`src/rtl/instr_fetch_if.sv`:
```
// Fetch-side bus bundle: the instruction-memory read port and the IF/ID
// valid/ready handshake toward decode. The fetch stage uses the master view;
// memory plus decode together form the slave view.
`ifndef INSTR_MEM_WIDTH
`define INSTR_MEM_WIDTH 32
`endif
`ifndef INSTR_WIDTH
`define INSTR_WIDTH 32
`endif

interface instr_fetch_if #(
  parameter int PC_W    = 32,
  parameter int ADDR_W  = `INSTR_MEM_WIDTH,
  parameter int INSTR_W = `INSTR_WIDTH
);
  // Instruction memory (combinational read)
  logic [ADDR_W-1:0]  imem_addr;
  logic               imem_re;
  logic [INSTR_W-1:0] imem_instr;

  // IF/ID handshake
  logic               id_valid;
  logic               id_ready;
  logic [INSTR_W-1:0] id_instr;
  logic [PC_W-1:0]    id_pc;

  modport master (
    output imem_addr, imem_re, id_valid, id_instr, id_pc,
    input  imem_instr, id_ready
  );

  modport slave (
    input  imem_addr, imem_re, id_valid, id_instr, id_pc,
    output imem_instr, id_ready
  );
endinterface

```
`src/rtl/instr_fetch.sv`:
```
// Instruction fetch stage: owns the PC, reads the combinational instruction
// memory and registers the returned word into IF/ID for decode. Supports
// branch/jump redirect with flush and stops fetching on a halt word.
`ifndef INSTR_MEM_WIDTH
`define INSTR_MEM_WIDTH 32
`endif
`ifndef INSTR_WIDTH
`define INSTR_WIDTH 32
`endif

module instr_fetch #(
  parameter int                PC_W       = 32,
  parameter int                ADDR_W     = `INSTR_MEM_WIDTH,
  parameter int                INSTR_W    = `INSTR_WIDTH,
  parameter logic [PC_W-1:0]   RESET_PC   = '0,
  parameter logic [INSTR_W-1:0] HALT_INSTR = INSTR_W'(32'h00100073)
) (
  input  logic            clk,
  input  logic            rst,
  instr_fetch_if.master   bus,
  input  logic            redirect_valid,
  input  logic [PC_W-1:0] redirect_pc,
  output logic            halted,
  output logic [31:0]     fetch_count
);

  typedef enum logic [1:0] {
    S_BOOT,
    S_RUN,
    S_HALT
  } state_t;

  state_t             state_q, state_d;
  logic [PC_W-1:0]    pc_q, pc_d;
  logic               id_valid_q, id_valid_d;
  logic [INSTR_W-1:0] id_instr_q, id_instr_d;
  logic [PC_W-1:0]    id_pc_q, id_pc_d;
  logic               halted_q, halted_d;
  logic [31:0]        fetch_count_q, fetch_count_d;

  logic running;
  logic slot_free;
  logic fire;
  logic is_halt;

  assign running   = (state_q == S_RUN);
  assign slot_free = ~id_valid_q | bus.id_ready;
  assign fire      = running & slot_free & ~redirect_valid;
  assign is_halt   = (bus.imem_instr == HALT_INSTR);

  assign bus.imem_addr = pc_q[ADDR_W-1:0];
  assign bus.imem_re   = running & ~redirect_valid;
  assign bus.id_valid  = id_valid_q;
  assign bus.id_instr  = id_instr_q;
  assign bus.id_pc     = id_pc_q;
  assign halted        = halted_q;
  assign fetch_count   = fetch_count_q;

  // Next-state: FSM transitions, redirect flush, fetch into IF/ID, stall hold.
  always_comb begin
    // NOTE: every _d starts from its current value so no path leaves it
    // unassigned; a missing default here would infer a latch.
    state_d       = state_q;
    pc_d          = pc_q;
    id_valid_d    = id_valid_q;
    id_instr_d    = id_instr_q;
    id_pc_d       = id_pc_q;
    fetch_count_d = fetch_count_q;

    case (state_q)
      S_BOOT:  state_d = S_RUN;
      S_RUN:   if (fire && is_halt) state_d = S_HALT;
      S_HALT:  state_d = S_HALT;
      default: state_d = S_BOOT;
    endcase

    if (redirect_valid) begin
      // Target is forced word aligned; fetch from it starts next cycle.
      pc_d       = redirect_pc & ~PC_W'(3);
      id_valid_d = 1'b0;
      state_d    = S_RUN;
    end else if (fire) begin
      id_instr_d    = bus.imem_instr;
      id_pc_d       = pc_q;
      id_valid_d    = 1'b1;
      fetch_count_d = fetch_count_q + 32'd1;
      // A halt word is delivered but the PC parks on it.
      if (!is_halt) pc_d = pc_q + PC_W'(4);
    end else if (bus.id_ready) begin
      id_valid_d = 1'b0;
    end

    halted_d = (state_d == S_HALT);
  end

  // State register: synchronous reset overrides every other input.
  always_ff @(posedge clk) begin
    // NOTE: sequential state uses non-blocking assignments so every flop
    // samples pre-edge values regardless of statement order.
    if (rst) begin
      state_q       <= S_BOOT;
      pc_q          <= RESET_PC;
      id_valid_q    <= 1'b0;
      id_instr_q    <= '0;
      id_pc_q       <= '0;
      halted_q      <= 1'b0;
      fetch_count_q <= '0;
    end else begin
      state_q       <= state_d;
      pc_q          <= pc_d;
      id_valid_q    <= id_valid_d;
      id_instr_q    <= id_instr_d;
      id_pc_q       <= id_pc_d;
      halted_q      <= halted_d;
      fetch_count_q <= fetch_count_d;
    end
  end

endmodule

```
`src/flat_wrapper.sv`:
```
// flat-port wrapper written by rule: the top's interface ports become plain ports
module instr_fetch_flat 
#(
  parameter int                PC_W       = 32,
  parameter int                ADDR_W     = `INSTR_MEM_WIDTH,
  parameter int                INSTR_W    = `INSTR_WIDTH,
  parameter logic [PC_W-1:0]   RESET_PC   = '0,
  parameter logic [INSTR_W-1:0] HALT_INSTR = INSTR_W'(32'h00100073)
)
  (clk, rst, redirect_valid, redirect_pc, halted, fetch_count, bus_imem_addr, bus_imem_re, bus_id_valid, bus_id_instr, bus_id_pc, bus_imem_instr, bus_id_ready);
  instr_fetch_if #(.PC_W(PC_W), .ADDR_W(ADDR_W), .INSTR_W(INSTR_W)) bus_i ();
  input  logic clk;
  input  logic rst;
  input  logic redirect_valid;
  input  logic [PC_W-1:0] redirect_pc;
  output logic halted;
  output logic [31:0] fetch_count;
  output wire logic [$bits(bus_i.imem_addr)-1:0] bus_imem_addr;
  output wire logic [$bits(bus_i.imem_re)-1:0] bus_imem_re;
  output wire logic [$bits(bus_i.id_valid)-1:0] bus_id_valid;
  output wire logic [$bits(bus_i.id_instr)-1:0] bus_id_instr;
  output wire logic [$bits(bus_i.id_pc)-1:0] bus_id_pc;
  input wire logic [$bits(bus_i.imem_instr)-1:0] bus_imem_instr;
  input wire logic [$bits(bus_i.id_ready)-1:0] bus_id_ready;
  assign bus_imem_addr = bus_i.imem_addr;
  assign bus_imem_re = bus_i.imem_re;
  assign bus_id_valid = bus_i.id_valid;
  assign bus_id_instr = bus_i.id_instr;
  assign bus_id_pc = bus_i.id_pc;
  assign bus_i.imem_instr = bus_imem_instr;
  assign bus_i.id_ready = bus_id_ready;
  instr_fetch #(.PC_W(PC_W), .ADDR_W(ADDR_W), .INSTR_W(INSTR_W), .RESET_PC(RESET_PC), .HALT_INSTR(HALT_INSTR)) u_core (.clk(clk), .rst(rst), .bus(bus_i), .redirect_valid(redirect_valid), .redirect_pc(redirect_pc), .halted(halted), .fetch_count(fetch_count));
endmodule
```
`config.mk`:
```
export PLATFORM = sky130hd
export DESIGN_NAME = instr_fetch_flat
export DESIGN_NICKNAME = d
export VERILOG_FILES = /design/src/rtl/instr_fetch_if.sv /design/src/rtl/instr_fetch.sv /design/src/flat_wrapper.sv
export SDC_FILE = /design/constraint.sdc
export NUM_CORES = 1
export LEC_CHECK = 0
export ABC_AREA = 1
export CAP_MARGIN = 20
export CORE_MARGIN = 1.5
export CORE_UTILIZATION = 25
export CTS_BUF_LIST = sky130_fd_sc_hd__clkbuf_16
export DETAILED_ROUTE_END_ITERATION = 12
export PLACE_DENSITY = 0.53
export SETUP_SLACK_MARGIN = 0.2
export SLEW_MARGIN = 40
export SYNTH_ARGS = -nofsm -noshare
export SYNTH_HDL_FRONTEND = slang
export SYNTH_SLANG_ARGS = --single-unit
```
`constraint.sdc`:
```
create_clock -name clk -period 4.75 [get_ports clk]
set_clock_uncertainty 0.15 [all_clocks]
set_input_delay 0.7125 -clock clk [delete_from_list [all_inputs] [get_ports clk]]
set_output_delay 0.7125 -clock clk [all_outputs]
set_load 0.01 [all_outputs]
```
==> reports/qor.csv <==
stage,metric,value,unit
outcome,outcome,completed,
timing,"Hold Vio Cnt, Final",0,
setup_path,RR Startpoint,u_core.bus.id_valid,
run,MaxCap Viol Count,0,
timing,Max-Slew Margin vs Limit,54.4,%
timing,crit share post-route,58.6,%
floorplanning,FP Rows,58,
route,# DRC,0,
route,Vias/cell,4.48,
power_and_ir_drop,overall power,2990,µW
setup_path,r2r endpoint,u_core.bus.id_pc[30],
clock_network,H-tree levels,4,
route,via count,6603,
setup_path,Worst Path Max Fanout,89,
clock_network,number of buffers created by CTS,17,
timing,maximum clock frequency,359,MHz
synthesis,"count leader, synth",nand2_1,
clock_network,post_cts resized,0,
synthesis,Synth area leaders,"dfxtp_1 (40%), nand2_1 (13%), nor2_1 (8.8%), o21ai_0 (7.4%), a21oi_1 (6.2%)",
setup_path,R2R depth,8,
timing,Max Slew Vio Count,0,
setup_path,largest delay contributor family on the critical path,buffers and inverters,
synthesis,Synth Warn #,0,
setup_path,CP peak stage delay,0.45,ns
timing,RSZ-0062 raised after global routing,no,
placement,Port Buffers,192,
global_route,vias in the first global route,6161,
setup_path,Worst path slowest cell,clkinv_2,
clock_network,maximum root-to-sink buffer count,2,
route,Routed Antenna Nets,0,
synthesis,register area share after synthesis,39.9,%
timing,fin crit period,2.78,ns
setup_path,CP Launch Type,input pin,
synthesis,"area leader, netlist",dfxtp_1,
hold_path,worst hold path endpoint,u_core.bus.id_instr[6],
setup_path,r2r setup slk,2.31,ns
floorplanning,Core ar.,0.0252,mm²
cells_and_area,Area Growth Syn to Fin,43.8,%
global_route,initial antenna violation count,0,
route,DRT Pass-1 Iters,5,
global_route,gr ovfl total,0,
synthesis,post-synthesis register bit count,128,
route,iteration-0 DRC count of the detailed router,402,
setup_path,worst path bufs/invs,4,
floorplanning,Initial Utilization,25.5,%
global_route,largest net degree at the start of global routing,90,
clock_network,Worst-path clk slew,0.06,ns
power_and_ir_drop,Leak Pwr,0.00348,µW
cells_and_area,Final Util,36.7,%
synthesis,fraction of registers with async set/reset,0,%
cells_and_area,layout cells sized above 1,7.26,%
floorplanning,chip height,163,µm
clock_network,post-CTS setup buffers,0,
cells_and_area,ant diodes,0,
clock_network,TritonCTS clock tree,yes,
clock_network,Root Buffer,clkbuf_16,
clock_network,Clock Sinks,128,
placement,hpwl dp,15.6,mm
synthesis,Most used DFF post-synth,dfxtp_1,
hold_path,Hold WC Path Type,reg2reg,
global_route,GRT Util Overall,16.6,%
floorplanning,io pins,199,
synthesis,post-synth top area share,39.9,%
timing,Final TNS setup,0,ns
route,drt total wl,21.7,mm
setup_path,cells along the critical path,clkdlybuf4s50_1 > nor2_1 > inv_1 > nand2_4 > clkinv_2 > buf_12 > o21ai_0 > a21oi_1,
setup_path,CP Class,in2reg,
synthesis,number of synthesized flops with an enable pin,0,
cells_and_area,area of the multi-input gates,0.00330,mm²
hold_path,Worst Hold Path Cells,2,
timing,pin slew with the least headroom to its limit,0.684,ns
route,post-DR wirelength/cell,14.7,µm
clock_network,clock latency on the worst-skew pair,0.42,ns
power_and_ir_drop,VDD IR max,212,µV
cells_and_area,Nets,1201,
hold_path,Hold Startpoint,u_core.bus.id_instr[6],
timing,Hold Worst Slack,0.335,ns
synthesis,Netlist cell types,41,
synthesis,cell count after synthesis,954,
setup_path,Arrival @ worst endpoint,2.93,ns
power_and_ir_drop,power per cell area,324,mW/mm²
floorplanning,Die Span X,163,µm
clock_network,Post-CTS Hold Fix Bufs,0,
floorplanning,die area,0.0267,mm²
global_route,first-pass GRT wire length,34.2,mm
timing,"Setup violations, final",0,
synthesis,Post-Syn Area per Cell,6.73,µm²
synthesis,Synth top cells by count,"nand2_1 (218), nor2_1 (151), dfxtp_1 (128)",
placement,GP Congestion,0.831,
synthesis,post-synthesis cell area,0.00642,mm²
cells_and_area,Reg area,0.00256,mm²
cells_and_area,Fillers,2667,
setup_path,Crit. End Element,register,
setup_path,Critical Path RT,4.90,ns
## cells by family (layout without fill, tap and decap cells)
| family | after synthesis | count (layout) | synth area share, % |
|---|---|---|---|
| buf+inv | 134 | 321 | 8.88 |
| xor+xnor | 16 | 16 | 2.18 |
| other cells | 1 | 4 | 0.0584 |
| compound gates | 181 | 181 | 14.3 |
| fa+ha+maj | 2 | 2 | 0.389 |
| simple gates | 492 | 492 | 34.3 |
| flops | 128 | 128 | 39.9 |
## how the worst max path moves through the flow
stage / start / end / slack (ns) / depth (start not counted)
finish: bus_id_ready / u_core.bus.id_pc[30] / 1.97 / 8
global route: bus_id_ready / u_core.bus.id_pc[13] / 1.67 / 8
CTS: bus_id_ready / u_core.bus.id_pc[30] / 1.90 / 8
detailed placement: bus_id_ready / u_core.bus.id_pc[30] / 1.45 / 8
global placement: bus_id_ready / u_core.bus.id_pc[29] / 1.51 / 8
floorplan: bus_imem_instr[25] / u_core.bus.imem_addr[16] / 2.84 / 11
## cell type report
class / instances / share of cell area, %
Sequential cell: 128 / 27.7
Timing Repair Buffer: 198 / 21.4
Clock buffer: 17 / 4.60
Inverter: 91 / 3.76
Clock inverter: 15 / 2.26
Multi-Input combinational cell: 695 / 35.7
Tap cell: 330 / 4.47
## flip-flops by register name, summed over array words and instances (netlist names)
signal,cells
u_core.halted,1
u_core.fetch_count,32
u_core.state_q,2
u_core.bus.imem_addr,30
u_core.bus.id_instr,32
u_core.bus.id_valid,1
u_core.bus.id_pc,30
## worst min-delay path, delay by kind of cell (launching register included)
family	cells	cell delay, ns
and+or+nand+nor	2	0.13
DFF	1	0.33
## metal layers
| metal | up-vias | wire [µm] | global-route usage [%] |
|---|---|---|---|
| met5 | - | 0 | 0 |
| met4 | 0 | 348 | 4.96 |
| met3 | 20 | 1170 | 4.29 |
| met2 | 159 | 10300 | 27.6 |
| met1 | 3023 | 9940 | 21.0 |
| li1 | 3401 | - | - |
## layout by cell type (no fill, tap or decap), drive strengths merged
cell,synthesis,routed
nor3,20,20
xnor2,4,4
bufinv,0,4
xor2,12,12
clkdlybuf4s50,0,192
o21bai,1,1
clkinv,1,5
and2,1,1
nor3b,1,1
o21ai,97,97
or2,4,4
and3,3,3
ha,2,2
nand3,49,49
o21ba,1,1
inv,90,95
nand2,227,227
conb,1,4
nand3b,3,3
nand4,13,13
clkinvlp,0,2
dfxtp,128,128
a22oi,1,1
nor2,171,171
a21boi,1,1
o21a,1,1
buf,22,6
clkbuf,21,17
a21oi,79,79
## metrics by stage
step / worst slack, ns / area (µm²) / cells
CTS: 1.90 / 9240 / 1474
global route: 1.67 / 9240 / 1474
finish: 1.97 / 9240 / 1474
global placement: 1.51 / 8610 / 1442
floorplan: 2.84 / 6440 / 957
detailed placement: 1.45 / 8610 / 1442
## power breakdown
part	total, µW	switching [µW]	internal, µW
logic	387	193	193
clock network	1430	540	886
registers	1180	52.0	1130
total	2990	785	2210
Note: power is estimated with default switching activity, not from simulation.
